### src/rtl/dmem_ctrl_if.sv
// Bus bundle between dmem_ctrl (master) and the external data memory (slave):
// valid/ack handshake with word address, byte enables and read/write data.
interface dmem_ctrl_if;
    logic        bus_req;
    logic        bus_we;
    logic [31:0] bus_addr;
    logic [31:0] bus_wdata;
    logic [3:0]  bus_be;
    logic        bus_ack;
    logic [31:0] bus_rdata;

    modport master (
        output bus_req, bus_we, bus_addr, bus_wdata, bus_be,
        input  bus_ack, bus_rdata
    );

    modport slave (
        input  bus_req, bus_we, bus_addr, bus_wdata, bus_be,
        output bus_ack, bus_rdata
    );
endinterface

### src/rtl/dmem_ctrl.sv
// Data-memory access stage: stalls the datapath while a load/store runs on the bus.
// Optional DMEM_MISALIGN_CHK_EN faults misaligned word accesses without a bus request.
module dmem_ctrl #(
    parameter int unsigned TIMEOUT_CYCLES = 32'd255,
    parameter int unsigned CNT_W          = 32'd8,
    parameter logic [31:0] FAULT_DATA     = 32'hDEAD_BEEF
) (
    input  logic        clk,
    input  logic        reset,
    input  logic        MemRead,
    input  logic        MemWrite,
    input  logic        ByteOp,
    input  logic [31:0] ALUResult,
    input  logic [31:0] WriteData,
    output logic [31:0] ReadData,
    output logic        Stall,
    output logic        MemFault,
    dmem_ctrl_if.master bus
);

    localparam logic [1:0] S_IDLE = 2'd0;
    localparam logic [1:0] S_REQ  = 2'd1;
    localparam logic [1:0] S_DONE = 2'd2;

    localparam logic [CNT_W-1:0] CNT_LAST = CNT_W'(TIMEOUT_CYCLES - 32'd1);
    localparam logic [CNT_W-1:0] CNT_ONE  = CNT_W'(32'd1);

    logic [1:0]       state_r, state_nxt_s;
    logic [CNT_W-1:0] cnt_r;
    logic             access_s, misalign_s, stall_s, ack_s, timeout_s;
    logic             is_load_r, byte_r;
    logic [1:0]       lane_r;
    logic [31:0]      read_data_r;
    logic             fault_r;
    logic             bus_req_r, bus_we_r;
    logic [31:0]      bus_addr_r, bus_wdata_r;
    logic [3:0]       bus_be_r;

    function automatic logic [3:0] byte_enable(input logic bop, input logic [1:0] lane);
        logic [3:0] be;
        if (bop) begin
            be = 4'b0001 << lane;
        end else begin
            be = 4'hF;
        end
        return be;
    endfunction

    function automatic logic [31:0] store_data(input logic bop, input logic [31:0] wd);
        return bop ? {4{wd[7:0]}} : wd;
    endfunction

    function automatic logic [31:0] load_format(input logic bop, input logic [1:0] lane,
                                                input logic [31:0] rd);
        logic [31:0] res;
        if (bop) begin
            case (lane)
                2'd0:    res = {24'h00_0000, rd[7:0]};
                2'd1:    res = {24'h00_0000, rd[15:8]};
                2'd2:    res = {24'h00_0000, rd[23:16]};
                2'd3:    res = {24'h00_0000, rd[31:24]};
                default: res = 32'h0000_0000;
            endcase
        end else begin
            res = rd;
        end
        return res;
    endfunction

    // Simultaneous read and write requests are handled as a write.
    assign access_s = MemRead | MemWrite;

`ifdef DMEM_MISALIGN_CHK_EN
    assign misalign_s = access_s & ~ByteOp & (ALUResult[1:0] != 2'b00);
`else
    assign misalign_s = 1'b0;
`endif

    // State register
    always_ff @(posedge clk or negedge reset) begin
        if (!reset) begin
            state_r <= S_IDLE;
        end else begin
            state_r <= state_nxt_s;
        end
    end

    // Next-state logic
    always_comb begin
        state_nxt_s = S_IDLE;
        case (state_r)
            S_IDLE: begin
                if (misalign_s) begin
                    state_nxt_s = S_DONE;
                end else if (access_s) begin
                    state_nxt_s = S_REQ;
                end else begin
                    state_nxt_s = S_IDLE;
                end
            end
            S_REQ: begin
                if (ack_s || timeout_s) begin
                    state_nxt_s = S_DONE;
                end else begin
                    state_nxt_s = S_REQ;
                end
            end
            S_DONE:  state_nxt_s = S_IDLE;
            default: state_nxt_s = S_IDLE;
        endcase
    end

    // Per-state decode; an ack wins over a timeout in the same cycle
    always_comb begin
        stall_s   = 1'b0;
        ack_s     = 1'b0;
        timeout_s = 1'b0;
        case (state_r)
            S_IDLE: stall_s = access_s;
            S_REQ: begin
                stall_s   = 1'b1;
                ack_s     = bus.bus_ack;
                timeout_s = ~bus.bus_ack & (cnt_r == CNT_LAST);
            end
            default: stall_s = 1'b0;
        endcase
    end

    // Access latch, timeout counter, bus drive and load-result capture
    always_ff @(posedge clk or negedge reset) begin
        if (!reset) begin
            bus_req_r   <= 1'b0;
            bus_we_r    <= 1'b0;
            bus_addr_r  <= 32'h0000_0000;
            bus_wdata_r <= 32'h0000_0000;
            bus_be_r    <= 4'h0;
            is_load_r   <= 1'b0;
            byte_r      <= 1'b0;
            lane_r      <= 2'b00;
            cnt_r       <= '0;
            read_data_r <= 32'h0000_0000;
            fault_r     <= 1'b0;
        end else begin
            case (state_r)
                S_IDLE: begin
                    if (misalign_s) begin
                        fault_r <= 1'b1;
                        if (!MemWrite) begin
                            read_data_r <= FAULT_DATA;
                        end
                    end else if (access_s) begin
                        bus_req_r   <= 1'b1;
                        bus_we_r    <= MemWrite;
                        bus_addr_r  <= {ALUResult[31:2], 2'b00};
                        bus_be_r    <= byte_enable(ByteOp, ALUResult[1:0]);
                        bus_wdata_r <= store_data(ByteOp, WriteData);
                        is_load_r   <= ~MemWrite;
                        byte_r      <= ByteOp;
                        lane_r      <= ALUResult[1:0];
                        cnt_r       <= '0;
                    end
                end
                S_REQ: begin
                    if (ack_s) begin
                        bus_req_r <= 1'b0;
                        if (is_load_r) begin
                            read_data_r <= load_format(byte_r, lane_r, bus.bus_rdata);
                        end
                    end else if (timeout_s) begin
                        bus_req_r <= 1'b0;
                        fault_r   <= 1'b1;
                        if (is_load_r) begin
                            read_data_r <= FAULT_DATA;
                        end
                    end else begin
                        cnt_r <= cnt_r + CNT_ONE;
                    end
                end
                default: bus_req_r <= 1'b0;
            endcase
        end
    end

    // Stall is gated by reset so a held reset never freezes the datapath.
    assign Stall         = reset & stall_s;
    assign ReadData      = read_data_r;
    assign MemFault      = fault_r;
    assign bus.bus_req   = bus_req_r;
    assign bus.bus_we    = bus_we_r;
    assign bus.bus_addr  = bus_addr_r;
    assign bus.bus_wdata = bus_wdata_r;
    assign bus.bus_be    = bus_be_r;

endmodule

### src/flat_wrapper.sv
// flat-port wrapper written by rule: the top's interface ports become plain ports
module dmem_ctrl_flat 
#(
    parameter int unsigned TIMEOUT_CYCLES = 32'd255,
    parameter int unsigned CNT_W          = 32'd8,
    parameter logic [31:0] FAULT_DATA     = 32'hDEAD_BEEF
)
  (clk, reset, MemRead, MemWrite, ByteOp, ALUResult, WriteData, ReadData, Stall, MemFault, bus_bus_req, bus_bus_we, bus_bus_addr, bus_bus_wdata, bus_bus_be, bus_bus_ack, bus_bus_rdata);
  dmem_ctrl_if bus_i ();
  input  logic clk;
  input  logic reset;
  input  logic MemRead;
  input  logic MemWrite;
  input  logic ByteOp;
  input  logic [31:0] ALUResult;
  input  logic [31:0] WriteData;
  output logic [31:0] ReadData;
  output logic Stall;
  output logic MemFault;
  output wire logic [$bits(bus_i.bus_req)-1:0] bus_bus_req;
  output wire logic [$bits(bus_i.bus_we)-1:0] bus_bus_we;
  output wire logic [$bits(bus_i.bus_addr)-1:0] bus_bus_addr;
  output wire logic [$bits(bus_i.bus_wdata)-1:0] bus_bus_wdata;
  output wire logic [$bits(bus_i.bus_be)-1:0] bus_bus_be;
  input wire logic [$bits(bus_i.bus_ack)-1:0] bus_bus_ack;
  input wire logic [$bits(bus_i.bus_rdata)-1:0] bus_bus_rdata;
  assign bus_bus_req = bus_i.bus_req;
  assign bus_bus_we = bus_i.bus_we;
  assign bus_bus_addr = bus_i.bus_addr;
  assign bus_bus_wdata = bus_i.bus_wdata;
  assign bus_bus_be = bus_i.bus_be;
  assign bus_i.bus_ack = bus_bus_ack;
  assign bus_i.bus_rdata = bus_bus_rdata;
  dmem_ctrl #(.TIMEOUT_CYCLES(TIMEOUT_CYCLES), .CNT_W(CNT_W), .FAULT_DATA(FAULT_DATA)) u_core (.clk(clk), .reset(reset), .MemRead(MemRead), .MemWrite(MemWrite), .ByteOp(ByteOp), .ALUResult(ALUResult), .WriteData(WriteData), .ReadData(ReadData), .Stall(Stall), .MemFault(MemFault), .bus(bus_i));
endmodule
### config.mk
export PLATFORM = sky130hd
export DESIGN_NAME = dmem_ctrl_flat
export DESIGN_NICKNAME = d
export VERILOG_FILES = /design/src/rtl/dmem_ctrl_if.sv /design/src/rtl/dmem_ctrl.sv /design/src/flat_wrapper.sv
export SDC_FILE = /design/constraint.sdc
export NUM_CORES = 1
export LEC_CHECK = 0
export ABC_CLOCK_PERIOD_IN_PS = 4350
export BUFFER_PORTS_ARGS = -buffer_cell sky130_fd_sc_hd__buf_2
export CAP_MARGIN = 20
export CORE_MARGIN = 5
export CORE_UTILIZATION = 34
export CTS_CLUSTER_SIZE = 25
export DETAILED_ROUTE_END_ITERATION = 7
export SKIP_LAST_GASP = 1
export SYNTH_ARGS = -nofsm -noshare
export SYNTH_HDL_FRONTEND = slang
export SYNTH_SLANG_ARGS = --single-unit
### constraint.sdc
create_clock -name clk -period 4.35 [get_ports clk]
set_input_delay 0.87 -clock clk [delete_from_list [all_inputs] [get_ports clk]]
set_output_delay 0.87 -clock clk [all_outputs]
set_load 0.02 [all_outputs]
==> out/results.tsv <==
stage	metric	value	unit
routing	drtAntennaViolNets	0	
cts	cts.clk_slew.worst_paths	0.05	ns
power	p_per_area	794	mW/mm2
grt	grt_pass1_wl	23800	um
routing	route.detailed.drc	0	
critical_path	cpMostUsedCell	buf_2	
cts	postCtsHoldBufs	0	
floorplan	dieArea	0.0179	mm2
critical_path	startpoint_type	primary input	
run_status	status	finished clean	
routing	wirelength	14500	um
routing	via_per_inst	4.87	
critical_path	crit_chain	buf_2 -> nor3_1 -> nor3b_1 -> buf_2	
worst_hold_path	hp-class	reg -> reg	
final_layout	final_layout_size_suffix_gt1_share	36.4	%
yosys	async_reset_ff_share	100	%
yosys	ys_ff_latch	115	
grt	grt_usage	16.7	%
yosys	synth_top_flop_cell	dfrtp_1	
cts	cts_max_level	4	
timing	hold_viol_final	0	
yosys	synth_area_leaders	dfrtp_1 (55%), nand2_1 (12%), mux2i_1 (6.3%)	
placement	place_hpwl	10400	um
timing	setup_violations	0	
grt	grt_max_degree	73	
cts	tritoncts	yes	
cts	ctsLongestPathBuffers	2	
grt	gr-total-overflow	0	
critical_path	crit_slowest_cell	buf_2	
routing	drt_iter0_drc	196	
yosys	syn_inst	505	
critical_path	critPathTopFamily	buffers and inverters	
yosys	ys_seq_area_share	55.3	%
power	p_switching	0.00223	W
timing	worst_pin_slew	1.05	ns
timing	layout_min_cycle_time	2.31	ns
routing	drt_first_pass_iters	6	
timing	timing.hold.ws	0.467	ns
timing	fin_crit_sh	53.0	%
power	ir_worst_vdd	411	uV
timing	final.setup_skew	0.00910	ns
power	power_frac_seq	35.6	%
power	switching_share	41.0	%
yosys	synth.distinct_cells	47	
timing	slew_violations	0	
placement	gp_congestion	0.806	
final_layout	antenna_cells	0	
cts	numCtsBuffers	17	
cts	cts_resized	0	
job	cap_viol_max_count	0	
final_layout	final_nets	804	
critical_path	cpPeakStageDelay	0.19	ns
critical_path	crit_fanout	5	
timing	max_slew_margin	30.2	%
timing	totalNegativeSetupSlack	0	ns
floorplan	die_w	134	um
critical_path	crit_path_end_kind	output port	
cts	post_cts_buffers	0	
floorplan	die_y	134	um
final_layout	area_growth	31.8	%
floorplan	initial_core_util	34.5	%
yosys	yosys_warnings	0	
floorplan	rows	45	
power	leakage	3.55	nW
routing	vias	4383	
floorplan	ios	206	
placement	io_buffers	203	
grt	antenna_found_initial	0	
critical_path	required	3.48	ns
floorplan	core	0.0151	mm2
critical_path	arrival	1.44	ns
yosys	synth_edf_count	0	
final_layout	postLayoutCoreUtil	45.4	%
timing	rsz0062_at_grt	false	
yosys	synth_area_per_cell	10.3	um2
power	pwr-share-comb	41.2	%
power	intPower	0.00321	W
cts	clock_latency	0.41	ns
timing	fmax	433	MHz
grt	grt_pass1_vias	4598	
yosys	synth_area_leader_cell	dfrtp_1	
cts	clock-sinks	115	
power	pwr-share-clk	23.2	%
critical_path	critPathBufInv	2	
routing	wl_per_cell	16.1	um
yosys	yosysTopAreaCellShare	55.3	%
critical_path	critPathKind	in -> out	
yosys	synthesis.area	0.00520	mm2
cts	cts_root_buf	clkbuf_16	
==> registers in the layout, indices dropped and copies added (netlist names) <==
name and flops:
u_core.bus.bus_we 1, u_core.is_load_r 1, u_core.MemFault 1, u_core.bus.bus_req 1, u_core.cnt_r 8, u_core.bus.bus_wdata 32
u_core.bus.bus_be 4, u_core.ReadData 32, u_core.state_r 2, u_core.bus.bus_addr 30, u_core.lane_r 2, u_core.byte_r 1
==> metal layers <==
| layer | up-vias | share of wire (%) | global-route usage, % |
|---|---|---|---|
| li1 | 2103 | - | - |
| met3 | 7 | 10 | 7.70 |
| met1 | 2089 | 43 | 20.5 |
| met5 | - | 0 | 0 |
| met2 | 184 | 46 | 26.1 |
| met4 | 0 | 0.76 | 5.49 |
==> through the flow <==
step | power (W) | area, um2 | cells | worst slack [ns]
final | 0.00545 | 6860 | 900 | 2.04
after global routing | 0.00583 | 6860 | 900 | 2.00
after CTS | 0.00553 | 6860 | 900 | 2.04
after detailed placement | 0.00423 | 6330 | 869 | 1.94
after global placement | 0.00417 | 6330 | 869 | 1.97
after floorplan | 0.00343 | 5210 | 506 | 2.05
==> layout by cell type, fill, tap and decap left out, types with 2 or more instances in the layout <==
master | synthesis | routed
nand2_1 | 160 | 160
a31oi_1 | 5 | 5
conb_1 | 1 | 2
nor2_1 | 8 | 8
nand2b_1 | 25 | 25
nor3_1 | 2 | 2
a211oi_1 | 2 | 2
buf_2 | 16 | 202
a22o_1 | 7 | 7
clkbuf_8 | 0 | 2
o21ai_1 | 2 | 2
mux2i_1 | 33 | 33
o22ai_1 | 5 | 5
and3_1 | 2 | 2
buf_4 | 3 | 5
a2bb2oi_2 | 19 | 19
a21o_1 | 2 | 2
a21oi_1 | 9 | 9
o32a_1 | 5 | 5
nand3_1 | 9 | 9
ha_1 | 2 | 2
nor3b_1 | 2 | 2
dfrtp_1 | 115 | 115
clkbuf_1 | 10 | 7
clkbuf_16 | 0 | 17
o21a_1 | 3 | 2
inv_1 | 7 | 7
o21ai_0 | 28 | 28
clkinv_2 | 0 | 3
==> logic make-up after synthesis <==
family	Yosys count	synth area share, %
other	1	0.0721
DFF	115	55.3
adders and majority gates	2	0.481
muxes	34	6.56
and+or+nand+nor	220	18.8
buffers and inverters	39	3.85
AOI/OAI and AO/OA	94	14.9
==> power groups by stage <==
stage	clock network (W)	logic [W]	registers [W]
floorplan	0	0.00104	0.00239
global placement	0	0.00224	0.00193
detailed placement	0	0.00229	0.00194
CTS	0.00130	0.00228	0.00194
global route	0.00135	0.00246	0.00201
finish	0.00127	0.00224	0.00194
==> cells in the mapped netlist, types with 2 or more instances <==
| library cell | count |
|---|---|
| nand2_1 | 160 |
| dfrtp_1 | 115 |
| mux2i_1 | 33 |
| o21ai_0 | 28 |
| nand2b_1 | 25 |
| a2bb2oi_2 | 19 |
| buf_2 | 16 |
| clkbuf_1 | 10 |
| a21oi_1 | 9 |
| nand3_1 | 9 |
| nor2_1 | 8 |
| a22o_1 | 7 |
| inv_1 | 7 |
| a31oi_1 | 5 |
| o22ai_1 | 5 |
| o32a_1 | 5 |
| buf_4 | 3 |
| buf_6 | 3 |
| o21a_1 | 3 |
| a211oi_1 | 2 |
| a21o_1 | 2 |
| and3_1 | 2 |
| ha_1 | 2 |
| nor3_1 | 2 |
| nor3b_1 | 2 |
| o21ai_1 | 2 |
==> final cells by class <==
cell class                      instances  area, um2
Tap cell                              188        235
Timing Repair Buffer                  207       1050
Inverter                                7       26.3
Multi-Input combinational cell        352       2140
Clock inverter                          5       52.6
Clock buffer                           26        479
Sequential cell                       115       2880
Fill cell                            1465       8230
==> tightest hold or removal path: stages, from the launching register on <==
cell	delay, ns
dfrtp_1	0.33
nand2_1	0.05
nand2_1	0.05
==> worst paths after layout <==
| kind | slack [ns] | start | cells after the start | endpoint |
|---|---|---|---|---|
| worst min-delay path | 0.47 | u_core.bus.bus_addr[30] | 2 | u_core.bus.bus_addr[30] |
| max in group asynchronous | 2.48 | reset | 3 | u_core.cnt_r[4] |
| worst max register to register | 2.26 | u_core.state_r[1] | 4 | u_core.bus.bus_be[0] |
| min in group asynchronous | 0.61 | reset | 2 | u_core.ReadData[29] |
| worst min register to register | 0.47 | u_core.bus.bus_addr[30] | 2 | u_core.bus.bus_addr[30] |
| worst max-delay path | 2.04 | MemWrite | 4 | Stall |
(Power assumes the default switching activity.)
